[src/rtl/frame_rate_ctrl.sv]
// Animation-rate controller: synchronised pin controls, run/pause/step FSM,
// frame-stable step size and a wrapping phase accumulator.
module frame_rate_ctrl #(
  parameter int NUM_SPEEDS  = 6,
  parameter int STEP_W      = 12,
  parameter int BASE_STEP   = 4,
  parameter int PHASE_W     = 16,
  parameter int SYNC_STAGES = 2
) (
  input  logic                            clk,
  input  logic                            rst_n,
  input  logic [NUM_SPEEDS-1:0]           speed_req,
  input  logic                            pause,
  input  logic                            resume,
  input  logic                            step,
  input  logic                            frame_start,
  output logic                            next_frame,
  output logic [STEP_W-1:0]               step_size,
  output logic [$clog2(NUM_SPEEDS+1)-1:0] speed_level,
  output logic                            paused,
  output logic [PHASE_W-1:0]              phase
);

  localparam int LW = $clog2(NUM_SPEEDS + 1);
  localparam int SW = NUM_SPEEDS + 3;
  localparam logic [63:0] MAXS = (64'd1 << STEP_W) - 64'd1;

  typedef enum logic [1:0] {
    RUN,
    PAUSED,
    STEP_PEND
  } state_e;

  function automatic logic [STEP_W-1:0] sat_step(input logic [LW-1:0] lv);
    logic [63:0] p;
    p = 64'(lv) * 64'(BASE_STEP);
    if (p > MAXS) return STEP_W'(MAXS);
    return STEP_W'(p);
  endfunction

  // {step, resume, pause, speed_req} share one synchroniser chain
  logic [SW-1:0]      sync_q [SYNC_STAGES];
  logic [SW-1:0]      synced;
  logic [2:0]         ctl_prev_q;
  logic [2:0]         ctl_ev;
  logic               pause_ev;
  logic               resume_ev;
  logic               step_ev;
  logic [LW-1:0]      enc_lvl;
  logic [LW-1:0]      lvl_q, lvl_d;
  logic [STEP_W-1:0]  step_q, step_d;
  logic [PHASE_W-1:0] phase_q, phase_d;
  logic               nf_q;
  logic               adv;
  state_e             state_q, state_d;

  assign synced    = sync_q[SYNC_STAGES-1];
  assign ctl_ev    = synced[NUM_SPEEDS +: 3] & ~ctl_prev_q;
  assign pause_ev  = ctl_ev[0];
  assign resume_ev = ctl_ev[1];
  assign step_ev   = ctl_ev[2];

  always_ff @(posedge clk or negedge rst_n) begin
    if (!rst_n) begin
      for (int i = 0; i < SYNC_STAGES; i++) sync_q[i] <= '0;
      ctl_prev_q <= '0;
    end else begin
      sync_q[0] <= {step, resume, pause, speed_req};
      for (int i = 1; i < SYNC_STAGES; i++) sync_q[i] <= sync_q[i-1];
      ctl_prev_q <= synced[NUM_SPEEDS +: 3];
    end
  end

  always_comb begin
    enc_lvl = LW'(1);
    for (int i = 0; i < NUM_SPEEDS; i++)
      if (synced[i]) enc_lvl = LW'(i + 1);
  end

  always_comb begin
    lvl_d  = lvl_q;
    step_d = step_q;
    if (frame_start) begin
      lvl_d  = enc_lvl;
      step_d = sat_step(enc_lvl);
    end
  end

  always_comb begin
    state_d = state_q;
    adv     = 1'b0;
    unique case (state_q)
      RUN: begin
        adv = frame_start;
        if (pause_ev) state_d = PAUSED;
      end
      PAUSED: begin
        if (pause_ev)       state_d = PAUSED;
        else if (resume_ev) state_d = RUN;
        else if (step_ev)   state_d = STEP_PEND;
      end
      STEP_PEND: begin
        // pause beats resume; the pending step is then dropped
        if (pause_ev && resume_ev) begin
          state_d = PAUSED;
        end else begin
          adv = frame_start;
          if (resume_ev)        state_d = RUN;
          else if (frame_start) state_d = PAUSED;
        end
      end
      default: state_d = RUN;
    endcase
  end

  // phase uses the step latched by the same frame_start
  assign phase_d = adv ? phase_q + PHASE_W'(step_d) : phase_q;

  always_ff @(posedge clk or negedge rst_n) begin
    if (!rst_n) begin
      state_q <= RUN;
      lvl_q   <= LW'(1);
      step_q  <= sat_step(LW'(1));
      phase_q <= '0;
      nf_q    <= 1'b0;
    end else begin
      state_q <= state_d;
      lvl_q   <= lvl_d;
      step_q  <= step_d;
      phase_q <= phase_d;
      nf_q    <= adv;
    end
  end

  assign next_frame  = nf_q;
  assign step_size   = step_q;
  assign speed_level = lvl_q;
  assign paused      = (state_q != RUN);
  assign phase       = phase_q;

endmodule
[config.mk]
export PLATFORM = sky130hd
export DESIGN_NAME = frame_rate_ctrl
export DESIGN_NICKNAME = d
export VERILOG_FILES = /design/src/rtl/frame_rate_ctrl.sv
export SDC_FILE = /design/constraint.sdc
export NUM_CORES = 1
export LEC_CHECK = 0
export CORE_AREA = 2 2 75 77
export CTS_CLUSTER_SIZE = 12
export DETAILED_ROUTE_END_ITERATION = 16
export DIE_AREA = 0 0 77 79
export PLACE_DENSITY_LB_ADDON = 0.08
export SLEW_MARGIN = 40
export SYNTH_ARGS = -nofsm -noshare
export SYNTH_HDL_FRONTEND = slang
export SYNTH_SLANG_ARGS = --single-unit
export TNS_END_PERCENT = 100
[constraint.sdc]
create_clock -name clk -period 2 [get_ports clk]
set_input_delay 0.4 -clock clk [delete_from_list [all_inputs] [get_ports clk]]
set_output_delay 0.4 -clock clk [all_outputs]
set_load 0.005 [all_outputs]
==> run metrics, run 1 <==
Comb pwr share=35.5%; reg-to-reg slack, setup=-220 ps; first-pass GRT wire length=8310 um; minimum hold slack=355 ps; Synth Cell Area=2360 sq um; power share of the clock group=20.7%; largest family of logic cells by synthesized area=compound AO/OA/AOI/OAI gates; Post-synth EDFFs=0; IO buf count=43; Ports=45; Tot Pwr=2.93 mW; internal power=2.03 mW; Hold Path Class=flop to flop; unrepaired setup endpoints after global routing=true; routed length per placed instance=13.7 um; Max Cap Violations=0; syn_nets=238; Final period util=111%; Adder-Cell Fraction of Synth Area=7.21%; Least-Margin Pin Slew=389 ps; CORE AREA=5340 sq um; max frequency=451 MHz; ANT cells=0; Seq/Total Area, Yosys=56.3%; final net count=324; H-tree levels=2; FP Rows=27; Synth top area share=54.1%; via count=1841; die width=77 um; PwrDens=846 nW/um^2; maximum VDD drop=0.429 mV; vias per cell=4.95; final hold vios=0; simple-gate share of the synthesized area=13.4%; clk sinks=53; Area Growth Syn to Fin=46.9%; Initial Util=44.2%; Top FF cell, synth=dfrtp_1; root buffer cell=clkbuf_8; async set or reset register ratio after synthesis=100%; YS warnings=0; status=finished, violations left; Synth Area in Compound Gates=16.1%; critical path type=flop to flop; initial antenna violation count=0; multi-input logic area=1130 sq um; fill count=455; Sequential Area=1330 sq um; vias in the first global route=1759; skew final=4.82 ps; Tmin final=2220 ps; total routed wirelength=5090 um; Routed Antenna Nets=0; mux cell area share after synthesis=0%; Netlist cell types=43; post-detail-place hpwl=3570 um; cell taking the most area after synthesis=dfrtp_1; global-route usage over all layers=17.2%; synth top area cells=dfrtp_1, ha_1, o21ai_0; Net Sw Power=0.899 mW; Overflow after GRT=0; RD Place Congestion=0.815; sequential group share of total power=43.8%; xor and xnor fraction of the mapped netlist area=3.34%; Leak Pwr=1.53 nW; CP Capture Type=flop; First-pass DRT Iterations=4; Max Fanout on Critical Path=4; layout cells sized above 1=30.0%; Max-slew headroom=73.8%; Die H=79 um; number of buffers created by CTS=5; DRC=0; largest net degree at the start of global routing=27; CP arrival=2450 ps; #FFs+latches synth=53; Slew Viols, Final=0; Die ar.=6080 sq um; CTS tree=yes; clk slew on worst S/H paths=100 ps; setup ws final=-217 ps; Clock Path Buffers=2; number of DRC markers in iteration 0=123; switching share of total power=30.7%; Syn Inst Count=213; CP Data Required Time=2240 ps; crit path launch type=flop; Skew-Pair Late Insertion Delay=310 ps; Mean Syn Cell Area=11.1 sq um; failing checks=setup timing; final setup fails=10
-- per-layer routing --
layer	wire length, um	up-vias	track usage, %
met5	0	-	0
met4	42	0	3.93
met3	200	6	3.64
met2	2480	47	28.5
met1	2360	874	23.5
li1	-	914	-
-- cell families (layout without fill, tap and decap cells) --
kind of cell | after synthesis | count (layout)
buf+inv | 17 | 104
simple gates | 64 | 64
flops | 53 | 53
fa+ha+maj | 13 | 13
compound gates | 57 | 57
xor+xnor | 9 | 9
-- final cells by class --
class | instances | share of cell area (%)
inverters | 11 | 1.48
flip-flops and latches | 53 | 38.5
well taps | 72 | 2.60
clock buffers | 6 | 2.09
clock inverters | 2 | 0.469
repair buffers | 85 | 22.4
multi-input cells | 143 | 32.5
-- synthesized netlist by cell type, types with 2 or more instances --
cell type and count:
a21o_1 3, a21oi_1 13, a221o_1 2, a2bb2oi_1 2
and2b_1 4, and3_1 2, buf_6 2, clkbuf_1 4
dfrtp_1 51, dfstp_2 2, ha_1 12, inv_1 9
nand2_1 16, nand3_1 5, nor2_1 16, nor2b_1 8
nor3_1 6, o2111a_1 2, o21a_1 6, o21ai_0 17
o31ai_1 2, xnor2_1 5, xor2_1 4
-- layout by cell type, fill, tap and decap left out, drive strengths merged, types with 3 or more instances in the layout --
| cell type | n |
|---|---|
| o21a | 6 |
| ha | 12 |
| buf | 43 |
| xnor2 | 5 |
| nor3 | 6 |
| a21o | 3 |
| clkdlybuf4s50 | 41 |
| clkbuf | 6 |
| xor2 | 4 |
| inv | 10 |
| nor2b | 9 |
| nand3 | 5 |
| a21oi | 14 |
| and2b | 4 |
| o21ai | 18 |
| nor2 | 16 |
| dfrtp | 51 |
| nand2 | 17 |
-- worst max-delay path, cell delays in order (launching register included) --
cell and delay, ps:
dfrtp_2 460, nor4_4 310, nor2_2 100, ha_4 290, o21a_1 110, o31a_1 220
o211ai_1 140, buf_4 170, a211oi_2 200, xor2_1 160
-- power groups by stage --
stage                     Sequential [mW]  Clock [mW]  Combinational (mW)
after floorplan                      1.28           0               0.471
after global placement               1.29           0               0.870
after detailed placement             1.29           0               0.882
after CTS                            1.28       0.626               0.973
after global routing                 1.30       0.676                1.14
final                                1.28       0.606                1.04
-- state kept, by name, indices dropped and copies added, names as in the netlist --
register	cells
ctl_prev_q	3
next_frame	1
phase	16
speed_level	3
state_q	2
step_size	12
sync_q	8
synced	8
-- stage by stage --
| stage | TNS [ps] | cells | setup WS, ps | utilization, % | area, sq um |
|---|---|---|---|---|---|
| finish | -1490 | 372 | -217 | 64.9 | 3460 |
| global route | -2750 | 372 | -337 | 64.9 | 3460 |
| CTS | -1950 | 367 | -229 | 63.2 | 3370 |
| detailed placement | -9750 | 355 | -834 | 59.4 | 3170 |
| global placement | -9400 | 355 | -806 | 59.4 | 3170 |
| floorplan | -653 | 213 | -255 | - | 2440 |
-- final timing paths --
check	start	endpoint	cells after the start
min	sync_q[17]$_DFF_PN0_	synced[8]$_DFF_PN0_	0
max	synced[5]$_DFF_PN0_	phase[14]$_DFFE_PN0P_	9
max reg2reg	synced[5]$_DFF_PN0_	phase[14]$_DFFE_PN0P_	9
max in group asynchronous	rst_n	step_size[2]$_DFF_PN1_	3
min in group asynchronous	rst_n	synced[3]$_DFF_PN0_	2
min reg2reg	sync_q[17]$_DFF_PN0_	synced[8]$_DFF_PN0_	0
-- timing repair --
action,in CTS,in global routing
endpoints found under the setup margin,13,13
setup buffers,3,5
resized for setup,21,15
pin swaps,20,13
hold endpoints to repair,11,0
hold buffers,1,0
Power figures use the tool's default switching activity.
==> inputs of run 2 (changes only) <==
==> constraint.sdc (replaced) <==
create_clock -name clk -period 1.8 [get_ports clk]
set_input_delay 0.36 -clock clk [delete_from_list [all_inputs] [get_ports clk]]
set_output_delay 0.36 -clock clk [all_outputs]
set_load 0.005 [all_outputs]
==> run 2 against run 1 <==
Sequential power is 9% higher. Critical path depth is 1 lower. Via count is 1.7% higher. Clock skew is 1.3 ps higher. Clock-buffer cell count stayed put. The run still ends with setup timing left. Global-route usage is 0.35 points higher. Flip-flop and latch count stayed put. First-iteration DRC count is 34% lower. Cell area is 1.2% higher. Combinational power is 23% higher.
==> run metrics, run 2 (same netlist as run 1, synthesis figures left out) <==
status=finished, violations left; failing checks=setup timing; reg-to-reg slack, setup=-400 ps (-180 ps); Net Sw Power=1.03 mW (+15%); crit path launch type=flop; r2r endpoint=phase[10]$_DFFE_PN0P_; Die H=79 um (unchanged); first-pass GRT wire length=8400 um (+1.1%); CTS tree=yes; number of buffers created by CTS=5 (unchanged); Hold Buf Count CTS=0 (-1); RD Place Congestion=0.795 (-2.4%); total routed wirelength=5030 um (-1.2%); switching share of total power=30.4% (-0.26 points); Buf/Inv on CP=0 (-1); FF-to-FF path depth=8 (-1); First-pass DRT Iterations=4 (unchanged); WL met2=2430 um (-2.1%); Critical R2R Launch=synced[3]$_DFF_PN0_; sequential group share of total power=41.3% (-2.5 points); M1 wire length=2350 um (-0.47%); Hold Path Class=input pin to asynchronous set/reset pin; Max-slew headroom=64.2% (-9.7 points); Clock Path Buffers=2 (unchanged); minimum hold slack=21.0 ps (-334 ps); Skew-Pair Late Insertion Delay=310 ps (about the same); routed length per placed instance=13.4 um (-2.0%); WL met3=180 um (-10%); FP Rows=27 (unchanged); Final period util=122% (+11 points); Initial Util=44.2% (unchanged); Max stage delay on crit path=460 ps (about the same); Ports=45 (unchanged); highest metal used=met4; CP Capture Type=flop; final non-filler cell area=3500 sq um (+1.2%); dpl ws=-1050 ps (-217 ps); IO buf count=43 (unchanged); CORE AREA=5340 sq um (unchanged); maximum VDD drop=0.500 mV (+17%); DRC=0 (unchanged); final net count=327 (+0.93%); clk slew on worst S/H paths=100 ps (about the same); H-tree levels=2 (unchanged); internal power=2.37 mW (+16%); Inst Count DP=361 (+1.7%); DP Area=3230 sq um (+2.1%); cell family with most CP delay=compound AO/OA/AOI/OAI gates; Crit. Startpoint=synced[3]$_DFF_PN0_; Routed Antenna Nets=0 (unchanged); root buffer cell=clkbuf_8; Tmin final=2200 ps (-16.3 ps); largest net degree at the start of global routing=32 (+19%); final hold vios=0 (unchanged); CP Data Required Time=2000 ps (-240 ps); CP arrival=2400 ps (-50 ps); clk sinks=53 (unchanged); Area Growth Syn to Fin=48.6%; ANT cells=0 (unchanged); max frequency=454 MHz (+0.74%); multi-input logic area=1130 sq um (+0.44%); Sequential Area=1330 sq um (about the same); number of DRC markers in iteration 0=81 (-34%); global-route usage over all layers=17.5% (+0.35 points); unrepaired setup endpoints after global routing=true; PwrDens=970 nW/um^2 (+15%); Least-Margin Pin Slew=538 ps (+148 ps); post-detail-place hpwl=3590 um (+0.74%); vias in the first global route=1777 (+1.0%); initial antenna violation count=0 (unchanged); Overflow after GRT=0 (unchanged); fill count=465 (+2.2%); power share of the clock group=21.2% (+0.5 points); critical path type=flop to flop; die width=77 um (unchanged); Die ar.=6080 sq um (unchanged); skew final=6.10 ps (+1.28 ps); Slew Viols, Final=0 (unchanged); layout cells sized above 1=30.4% (+0.36 points); via count=1873 (+1.7%); Max Fanout on Critical Path=4 (unchanged); max reg flops=16 (unchanged); Non-Filler Instances=375 (+0.81%); setup_tns=-3860 ps (-2370 ps); Critical Path Slowest Stage Cell=dfrtp_2; Max Cap Violations=0 (unchanged); CP Cell Sequence=nor4_4 > nor2_2 > ha_4 > o21a_1 > o31a_1 > o21ai_2 > o2111a_1 > a221o_1; setup ws final=-400 ps (-184 ps); Leak Pwr=1.56 nW (+2.1%); most common cell after layout, fill and taps aside=dfrtp_1; final setup fails=13 (+3); most frequent cells in the layout=dfrtp_1, clkdlybuf4s50_1, buf_4; vias per cell=4.99 (+0.92%); Comb pwr share=37.6% (+2.1 points)
-- run 2: per-layer routing --
layer	up-vias	GRT usage, %
met5	-	0
met2	38	29.2
met4	0	5.36
met3	7	3.52
met1	906	23.4
li1	922	-
-- run 2: what timing repair did --
item,4_1_cts,5_1_grt
buffers inserted,4,2
resized for setup,15,15
setup endpoints to repair,16,13
pin swaps,10,19
-- run 2: worst reg2reg max path, stage by stage (launching register included) --
cell	delay, ps
dfrtp_2	460
nor4_4	330
nor2_2	90
ha_4	300
o21a_1	110
o31a_1	210
o21ai_2	100
o2111a_1	240
a221o_1	250
-- run 2: worst max path at each step --
| stage | endpoint | cells after the start | slack (ps) |
|---|---|---|---|
| final | phase[10]$_DFFE_PN0P_ | 8 | -400 |
| after global routing | phase[10]$_DFFE_PN0P_ | 9 | -520 |
| after CTS | phase[10]$_DFFE_PN0P_ | 9 | -410 |
| after detailed placement | phase[10]$_DFFE_PN0P_ | 11 | -1050 |
| after global placement | phase[10]$_DFFE_PN0P_ | 11 | -1010 |
| after floorplan | phase[10]$_DFFE_PN0P_ | 10 | -410 |
-- run 2: stage by stage --
step	utilization [%]	power (mW)
2_1_floorplan	-	1.95
3_3_place_gp	60.6	2.49
3_5_place_dp	60.6	2.51
4_1_cts	64.1	3.33
5_1_grt	65.7	3.61
6_report	65.7	3.40
-- run 2: power groups by stage --
stage,Sequential [mW],Clock [mW],Combinational [mW]
global route,1.42,0.793,1.40
global placement,1.41,0,1.07
detailed placement,1.42,0,1.09
CTS,1.39,0.748,1.19
finish,1.40,0.719,1.28
floorplan,1.43,0,0.525
-- run 2: layout make-up --
type,count,share of cell area [%]
inverters,11,1.32
clock inverters,2,0.464
multi-input cells,143,32.3
clock buffers,6,2.36
flip-flops and latches,53,38.0
well taps,72,2.57
repair buffers,88,23.0
==> inputs of run 3 (changes only) <==
--- a/config.mk
+++ b/config.mk
@@ -5,12 +5,14 @@
 export SDC_FILE = /design/constraint.sdc
 export NUM_CORES = 1
 export LEC_CHECK = 0
-export CORE_AREA = 2 2 75 77
+export CAP_MARGIN = 20
+export CORE_AREA = 2 2 74 76
+export CTS_BUF_LIST = sky130_fd_sc_hd__clkbuf_2
 export CTS_CLUSTER_SIZE = 12
 export DETAILED_ROUTE_END_ITERATION = 16
-export DIE_AREA = 0 0 77 79
+export DIE_AREA = 0 0 76 78
 export PLACE_DENSITY_LB_ADDON = 0.08
-export SLEW_MARGIN = 40
+export SLEW_MARGIN = 20
 export SYNTH_ARGS = -nofsm -noshare
 export SYNTH_HDL_FRONTEND = slang
 export SYNTH_SLANG_ARGS = --single-unit
==> run 3 against run 2 <==
The flow still finishes with violations (setup timing). Setup slack lost 43 ps. Via count increased by 3.3%. Critical endpoint unchanged. Register-to-register slack lost 40 ps. Clock-buffer cell count unchanged. Non-clock buffer count grew 16. Combinational power is 6% lower. Wire length up 8.1%. Largest cell class unchanged. First-iteration DRC count grew 12%. Fmax decreased by 1.9%. Final cell count grew 3.7%. Cell area increased by 1.4%.
==> run metrics, run 3 (same netlist as run 1, synthesis figures left out) <==
FF-to-FF path depth=9 (+1); maximum VDD drop=0.431 mV (-14%); clk sinks=53 (unchanged); die width=76 um (-1.3%); number of buffers created by CTS=5 (unchanged); Net Sw Power=0.978 mW (-5.4%); ANT cells=0 (unchanged); unrepaired setup endpoints after global routing=true; root buffer cell=clkbuf_2; CP Data Required Time=2140 ps (+140 ps); Initial Util=46.8% (+2.6 points); DRC=0 (unchanged); setup ws final=-443 ps (-42.9 ps); largest net degree at the start of global routing=30 (-6.3%); CTS tree=yes; Die H=78 um (-1.3%); Slew Viols, Final=0 (unchanged); Area Growth Syn to Fin=50.6%; Tot Pwr=3.20 mW (-5.9%); sequential group share of total power=43.9% (+2.6 points); most common cell after layout, fill and taps aside=buf_4; final setup fails=13 (unchanged); switching share of total power=30.6% (+0.17 points); vias per cell=4.97 (-0.46%); Clock Path Buffers=2 (unchanged); CP Cell Sequence=nor2b_4 > ha_2 > inv_2 > fa_2 > nor2b_4 > o31a_1 > o21ai_2 > o2111a_1 > a221o_1; most frequent cells in the layout=buf_4, dfrtp_1, clkdlybuf4s50_1; CORE AREA=5040 sq um (-5.5%); status=finished, violations left; Comb pwr share=37.5% (about the same); PwrDens=900 nW/um^2 (-7.2%); power share of the clock group=18.7% (-2.5 points); Worst path depth=9 (+1); Max-slew headroom=76.0% (+12 points); via count=1934 (+3.3%); cell family with most CP delay=compound AO/OA/AOI/OAI gates; global-route usage over all layers=19.2% (+1.6 points); Routed Antenna Nets=0 (unchanged); final non-filler cell area=3550 sq um (+1.4%); IO buf count=43 (unchanged); skew final=13.0 ps (+6.87 ps); Ports=45 (unchanged); failing checks=setup timing; Least-Margin Pin Slew=356 ps (-182 ps); layout cells sized above 1=32.3% (+1.9 points); post-detail-place hpwl=3990 um (+11%); CP Capture Type=flop; dpl ws=-1060 ps (-7.30 ps); RD Place Congestion=0.882 (+11%); Overflow after GRT=0 (unchanged); crit path launch type=flop; critical path type=flop to flop; FP Rows=26 (-3.7%); Max stage delay on crit path=420 ps (-40 ps); H-tree levels=2 (unchanged); fill count=380 (-18%); Die ar.=5930 sq um (-2.5%); First-pass DRT Iterations=4 (unchanged); Tmin final=2240 ps (+42.9 ps); clk slew on worst S/H paths=250 ps (+150 ps); Skew-Pair Late Insertion Delay=410 ps (+100 ps); max frequency=446 MHz (-1.9%); Hold Path Class=input pin to asynchronous set/reset pin; internal power=2.22 mW (-6.2%); Buf/Inv on CP=1 (+1); vias in the first global route=1897 (+6.8%); total routed wirelength=5430 um (+8.1%); Max Fanout on Critical Path=4 (unchanged); routed length per placed instance=14.0 um (+4.2%); final hold vios=0 (unchanged); CP arrival=2580 ps (+180 ps); initial antenna violation count=0 (unchanged); final net count=343 (+4.9%); Max Cap Violations=0 (unchanged); number of DRC markers in iteration 0=91 (+12%); Leak Pwr=1.77 nW (+14%); CP most frequent cell=nor2b_4; first-pass GRT wire length=8960 um (+6.6%); max reg flops=16 (unchanged); Final period util=125% (+2.4 points); DP Area=3250 sq um (+0.54%); Critical Path Slowest Stage Cell=dfrtp_1
run 3: changes by cell type in the layout (fill, tap and decap cells not counted), sizes merged, moves of 7 or more:
| cell | previous run | this run |
|---|---|---|
| clkdlybuf4s50 | 40 | 22 |
| buf | 46 | 61 |
| dlygate4sd2 | 1 | 12 |
| dlymetal6s2s | 0 | 7 |
run 3: final timing paths:
path	slack, ps	endpoint	start
setup / recovery	-440	phase[10]$_DFFE_PN0P_	step_size[0]$_DFF_PN0_
hold / removal	320	sync_q[13]$_DFF_PN0_	rst_n
setup reg to reg	-440	phase[10]$_DFFE_PN0P_	step_size[0]$_DFF_PN0_
hold reg to reg	380	synced[2]$_DFF_PN0_	sync_q[11]$_DFF_PN0_
max in group asynchronous	940	step_size[2]$_DFF_PN1_	rst_n
min in group clk	340	sync_q[15]$_DFF_PN0_	pause
run 3: repair_timing:
action                     in CTS  in global routing
setup buffers                  10                  5
hold endpoints to repair        9                  0
pin swaps                      16                 14
resized for setup              29                 16
hold buffers                    1                  0
setup endpoints to repair      29                 22
run 3: worst reg2reg max path, stage by stage, from the launching register on:
cell      delay (ps)
dfrtp_1          420
nor2b_4          160
ha_2             210
inv_2             50
fa_2             400
nor2b_4          120
o31a_1           220
o21ai_2           90
o2111a_1         240
a221o_1          250
run 3: metrics by stage:
step	TNS, ps	cells	hold slack, ps	utilization (%)
global placement	-12230	365	250	64.5
floorplan	-2220	213	64.4	-
CTS	-4310	384	294	68.6
finish	-4340	389	321	70.4
detailed placement	-12610	365	256	64.5
global route	-5780	389	285	70.4
run 3: power groups by stage:
stage / Sequential (mW) / Clock [mW] / Combinational, mW
after floorplan: 1.43 / 0 / 0.525
after global placement: 1.41 / 0 / 1.04
after detailed placement: 1.42 / 0 / 1.06
after CTS: 1.40 / 0.614 / 1.13
after global routing: 1.42 / 0.664 / 1.30
final: 1.40 / 0.597 / 1.20
run 3: final cells by class:
class / count / area, sq um / share of cell area, %
multi-input cells: 143 / 1110 / 31.2
flip-flops and latches: 53 / 1330 / 37.5
inverters: 11 / 46.3 / 1.30
well taps: 70 / 87.6 / 2.47
clock inverters: 2 / 33.8 / 0.951
repair buffers: 104 / 916 / 25.8
clock buffers: 6 / 30.0 / 0.845
run 3: layer usage:
layer	vias up	wire length (um)	track usage, %
met3	7	170	3.49
met4	0	51	4.55
met1	933	2500	25.2
met5	-	0	0
li1	954	-	-
met2	40	2720	33.3
